### src/rtl/rc4_phase_sequencer.sv
// Top-level RC4 key-search sequencer: walks enabled worker phases, retries keys until success or range end.
// Optional per-phase watchdog compiled in with `define PHASE_WATCHDOG_EN.
module rc4_phase_sequencer #(
    parameter int                    NUM_PHASES     = 5,
    parameter logic [NUM_PHASES-1:0] PHASE_MASK     = '1,
    parameter int                    KEY_WIDTH      = 24,
    parameter logic [KEY_WIDTH-1:0]  KEY_END        = 24'h3FFFFF,
    parameter int                    TIMEOUT_CYCLES = 65535,
    localparam int                   PW             = $clog2(NUM_PHASES)
) (
    input  logic                  CLOCK_50,
    input  logic                  reset,
    input  logic                  restart,
    input  logic [KEY_WIDTH-1:0]  key_start,
    input  logic [NUM_PHASES-1:0] phase_done,
    input  logic                  decrypt_valid,
    output logic                  reset_all,
    output logic [NUM_PHASES-1:0] phase_start,
    output logic [PW-1:0]         phase_idx,
    output logic [KEY_WIDTH-1:0]  candidate_key,
    output logic                  busy,
    output logic                  key_found,
    output logic                  search_exhausted,
    output logic                  timeout_err
);

    typedef enum logic [2:0] {
        IDLE, CLEAR, LAUNCH, RUN, NEXT_KEY, FOUND, EXHAUSTED, TIMEOUT
    } state_t;

    function automatic logic [PW-1:0] first_enabled();
        logic [PW-1:0] f;
        f = '0;
        for (int i = NUM_PHASES - 1; i >= 0; i--)
            if (PHASE_MASK[i]) f = PW'(i);
        return f;
    endfunction

    function automatic logic [PW-1:0] last_enabled();
        logic [PW-1:0] l;
        l = '0;
        for (int i = 0; i < NUM_PHASES; i++)
            if (PHASE_MASK[i]) l = PW'(i);
        return l;
    endfunction

    // Lowest enabled index above cur; masked phases are never visited.
    function automatic logic [PW-1:0] next_enabled(input logic [PW-1:0] cur);
        logic [PW-1:0] n;
        n = cur;
        for (int i = NUM_PHASES - 1; i >= 0; i--)
            if (PHASE_MASK[i] && i > int'(cur)) n = PW'(i);
        return n;
    endfunction

    localparam logic [PW-1:0] FIRST_PH = first_enabled();
    localparam logic [PW-1:0] LAST_PH  = last_enabled();

    state_t                 state, state_next;
    logic [PW-1:0]          idx_next;
    logic [KEY_WIDTH-1:0]   key_next;
    logic                   cur_done;

    assign cur_done = phase_done[phase_idx];

`ifdef PHASE_WATCHDOG_EN
    localparam int WD_W = $clog2(TIMEOUT_CYCLES + 1);
    logic [WD_W-1:0] wd_cnt;
    logic            wd_trip;

    assign wd_trip = (wd_cnt == WD_W'(TIMEOUT_CYCLES - 1));

    always_ff @(posedge CLOCK_50) begin
        if (reset)
            wd_cnt <= '0;
        else if (state == LAUNCH)
            wd_cnt <= '0;
        else if (state == RUN)
            wd_cnt <= wd_cnt + 1'b1;
    end
`else
    localparam int unused_timeout_cycles = TIMEOUT_CYCLES;
`endif

    always_ff @(posedge CLOCK_50) begin
        if (reset) begin
            state         <= IDLE;
            phase_idx     <= '0;
            candidate_key <= '0;
        end else begin
            state         <= state_next;
            phase_idx     <= idx_next;
            candidate_key <= key_next;
        end
    end

    always_comb begin
        state_next = state;
        idx_next   = phase_idx;
        key_next   = candidate_key;
        case (state)
            CLEAR: begin
                key_next   = key_start;
                idx_next   = FIRST_PH;
                state_next = LAUNCH;
            end
            LAUNCH: state_next = RUN;
            RUN: begin
                if (cur_done) begin
                    if (phase_idx != LAST_PH) begin
                        idx_next   = next_enabled(phase_idx);
                        state_next = LAUNCH;
                    end else if (decrypt_valid)
                        state_next = FOUND;
                    // >= so a start key beyond the range still gets exactly one attempt
                    else if (candidate_key >= KEY_END)
                        state_next = EXHAUSTED;
                    else
                        state_next = NEXT_KEY;
                end
`ifdef PHASE_WATCHDOG_EN
                else if (wd_trip)
                    state_next = TIMEOUT;
`endif
            end
            NEXT_KEY: begin
                key_next   = candidate_key + 1'b1;
                idx_next   = FIRST_PH;
                state_next = LAUNCH;
            end
            default: ;
        endcase
        if (restart)
            state_next = CLEAR;
    end

    always_comb begin
        phase_start = '0;
        if (state == LAUNCH || state == RUN)
            phase_start[phase_idx] = 1'b1;
        reset_all        = (state == CLEAR) || (state == NEXT_KEY);
        busy             = (state == CLEAR) || (state == LAUNCH) ||
                           (state == RUN)   || (state == NEXT_KEY);
        key_found        = (state == FOUND);
        search_exhausted = (state == EXHAUSTED);
`ifdef PHASE_WATCHDOG_EN
        timeout_err      = (state == TIMEOUT);
`else
        timeout_err      = 1'b0;
`endif
    end

endmodule

### config.mk
export PLATFORM = sky130hd
export DESIGN_NAME = rc4_phase_sequencer
export DESIGN_NICKNAME = d
export VERILOG_FILES = /design/src/rtl/rc4_phase_sequencer.sv
export SDC_FILE = /design/constraint.sdc
export NUM_CORES = 1
export LEC_CHECK = 0
export BUFFER_PORTS_ARGS = -buffer_cell sky130_fd_sc_hd__buf_2
export CAP_MARGIN = 15
export CORE_MARGIN = 2
export CORE_UTILIZATION = 51
export DETAILED_ROUTE_END_ITERATION = 8
export PLACE_DENSITY = 0.81
export SLEW_MARGIN = 0
export SYNTH_ARGS = -nofsm -noshare
export SYNTH_HDL_FRONTEND = slang
export SYNTH_SLANG_ARGS = --single-unit
### constraint.sdc
create_clock -name CLOCK_50 -period 2.4 [get_ports CLOCK_50]
set_clock_uncertainty 0.2 [all_clocks]
set_input_delay 0.6 -clock CLOCK_50 [delete_from_list [all_inputs] [get_ports CLOCK_50]]
set_output_delay 0.6 -clock CLOCK_50 [all_outputs]
set_load 0.005 [all_outputs]
==> results_dict.tcl <==
set metrics [dict create \
    status "complete, no violations" \
    rsz0062_at_grt "yes" \
    startpoint "state[2]" \
    area_delta_synth_final_pct 26.2 \
    synth_ff_type "dfxtp_1" \
    postCtsHoldBufs 0 \
    wirelength_mm 6.43 \
    irDropWorstVdd_mv 0.415 \
    synth_edf_count 0 \
    critPathMaxFanout 13 \
    r2r-start "candidate_key[0]" \
    std_cell_rows 23 \
    slowest_stage "dfxtp_1" \
    cp_num_cells 4 \
    cts_made_buffers 5 \
    grt.met2_usage 0.453 \
    path_buf_inv 2 \
    hold_violations 0 \
    synthArstFlopShare 0 \
    ys_ff_latch 30 \
    clk_pin_slew_worst_paths_ps 70 \
    drt-initial-drc-count 247 \
    period_share 0.967 \
    core_area_um2 3970 \
    first_global_vias 2058 \
    cap_violations 0 \
    die_area_um2 4600 \
    drc_errors 0 \
    antennaDiodeCount 0 \
    slew_violations 0 \
    postRouteAntennaNets 0 \
    dp.cells 378 \
    grt_overflow 0 \
    max_freq_mhz 431 \
    final.setup.tns_ps 0 \
    r2r_cells 5 \
    fillCellCount 367 \
    synth.distinct_cells 57 \
    dr.pass1.iters 5 \
    syn-cell-area_um2 2080 \
    p_leak_nw 1.12 \
    netlist_instances 264 \
    grt_pass1_wl_mm 10.1 \
    layout-drive-gt1-share 0.318 \
    slowest_delay_ps 440 \
    cts.path.max_buffers 2 \
    r2r_end "candidate_key[18]" \
    numPortBuffers 68 \
    gr-usage-met3 0.0592 \
    worstSetupStartpointType "flop" \
    fin_util 0.660 \
    busiest_layer "met2" \
    antenna_found_initial 0 \
    setup_viol 0 \
    gp_routability_congestion 0.944 \
    clk_latency_ps 290 \
    grt_usage 0.297 \
    rrSetupSlack_ps 190 \
    vias 2442 \
    via_per_inst 6.33 \
    cts-htree-levels 2 \
    yosysWarnings 0 \
    initial_utilization 0.523 \
    cp-end-kind "primary output" \
    final_nets 369 \
    stdcell_count 386 \
    critical_path_class "reg -> out" \
    grt_max_degree 29 \
    place_ws_ps 265 \
    die_h_um 67.8 \
    wl_per_cell_um 16.7 \
    hp-class "reg -> reg" \
    min_period_ps 2320 \
    crit_family "simple AND/OR/NAND/NOR gates" \
    arrival_ps 1520 \
    syn_area_per_cell_um2 7.87 \
    cts_tree "built" \
    ys_seq_area_frac 0.289 \
    use_met1 0.413 \
    post-cts-setup-buffers 0 \
    cts_resized 0 \
    powerDensity_nw_per_um2 523 \
    synth_fp_nets 298 \
    clkSinkCount 30 \
    root_buffer "clkbuf_8" \
    die_w_um 67.8 \
    tightest_slew_ps 506 \
    ios 70 \
    worstPathCellList "buf_4, nor2b_1, and2_1, buf_2" \
    maxSlewHeadroom 0.660 \
    post-dp-hpwl_mm 4.61 \
    cp.required_ps 1600 \
    endpoint "key_found" \
    finalWorstSetupSlack_ps 78.9 \
]
-- per-stage QoR --
| stage | hold WS (ps) | power (mW) | cell area [um2] |
|---|---|---|---|
| floorplan | 294 | 0.750 | 2080 |
| global placement | 297 | 0.869 | 2510 |
| detailed placement | 303 | 0.876 | 2510 |
| CTS | 312 | 1.36 | 2620 |
| global route | 339 | 1.43 | 2620 |
| finish | 314 | 1.37 | 2620 |
-- logic make-up after synthesis --
logic type	synth area share
and+or+nand+nor	0.358
xor gates and xnor gates	0.00844
buffers and inverters	0.0560
adders and majority gates	0.00602
AOI/OAI and AO/OA	0.254
other	0.00181
DFF	0.289
muxes	0.0265
-- worst register-to-register path, delay by kind of cell, from the launching register on --
kind                     cells  cell delay [ps]
flip-flops                   1              440
AND/OR/NAND/NOR              3             1070
AO/OA/AOI/OAI                1              160
adder cells (fa/ha/maj)      1              280
-- synth_stat cells (2+ instances only) --
library cell | instances | area [um2]
o31a_1 | 2 | 17.5
mux2_2 | 4 | 45.0
o221ai_1 | 3 | 26.3
or3_1 | 5 | 31.3
clkbuf_1 | 10 | 37.5
and4_1 | 8 | 70.1
a31oi_1 | 5 | 31.3
nand2_1 | 17 | 63.8
dfxtp_1 | 30 | 601
a2111oi_0 | 2 | 17.5
a211oi_1 | 11 | 82.6
a311oi_1 | 8 | 70.1
nand4_1 | 11 | 68.8
a221oi_1 | 2 | 17.5
a31o_2 | 2 | 17.5
o21ai_0 | 9 | 45.0
buf_2 | 6 | 30.0
nand2b_1 | 3 | 18.8
and2_1 | 5 | 31.3
a211o_1 | 4 | 35.0
and3_1 | 8 | 50.1
nor2_1 | 25 | 93.8
buf_4 | 3 | 22.5
xnor2_1 | 2 | 17.5
nor3_1 | 17 | 85.1
nor4_1 | 5 | 31.3
nor4_2 | 2 | 25.0
nand3_1 | 9 | 45.0
inv_1 | 5 | 18.8
nor3b_2 | 2 | 25.0
o211ai_1 | 2 | 15.0
a21oi_1 | 9 | 45.0
nor2b_1 | 3 | 18.8
a21o_1 | 2 | 15.0
-- area by class of cell --
class / count / area, um2 / area share
clock buffers: 8 / 110 / 0.0420
well taps: 50 / 62.6 / 0.0239
inverters: 6 / 22.5 / 0.00859
flip-flops and latches: 30 / 601 / 0.229
multi-input cells: 208 / 1370 / 0.521
repair buffers: 84 / 460 / 0.176
-- registers in the layout, indices dropped and copies added, names as in the netlist --
signal	count
state	3
phase_idx	3
candidate_key	24
-- how the worst min path moves through the flow --
stage	cells past startpoint	end	slack, ps	from
floorplan	2	candidate_key[19]	290	candidate_key[19]
global placement	2	candidate_key[19]	300	candidate_key[19]
detailed placement	2	candidate_key[19]	300	candidate_key[19]
CTS	2	candidate_key[19]	310	candidate_key[19]
global route	2	candidate_key[19]	340	candidate_key[19]
finish	2	candidate_key[19]	310	candidate_key[19]
-- cell usage in the layout (no fill, tap or decap), types with 3 or more instances in the layout --
cell,netlist,layout
buf_2,6,68
dfxtp_1,30,30
nor2_1,25,25
nand2_1,17,17
nor3_1,17,16
buf_4,3,16
nand4_1,11,11
a211oi_1,11,11
nand3_1,9,9
o21ai_0,9,9
a21oi_1,9,9
and3_1,8,8
and4_1,8,8
a311oi_1,8,8
clkbuf_8,0,8
inv_1,5,5
and2_1,5,5
nor4_1,5,5
a31oi_1,5,5
or3_1,5,5
mux2_2,4,4
a211o_1,4,4
nor2b_1,3,3
o221ai_1,3,3
nand2b_1,3,3
-- power breakdown --
group / internal [mW] / switching, mW
registers: 0.538 / 0.0638
logic: 0.130 / 0.139
clock network: 0.290 / 0.210
total: 0.957 / 0.413
-- routing by layer --
layer | vias to the layer above | part of all wire
met3 | 14 | 0.076
li1 | 1172 | -
met1 | 1143 | 0.44
met4 | 0 | 0.018
met5 | - | 0
met2 | 113 | 0.46
No activity file was read; power rests on OpenSTA's default activity.
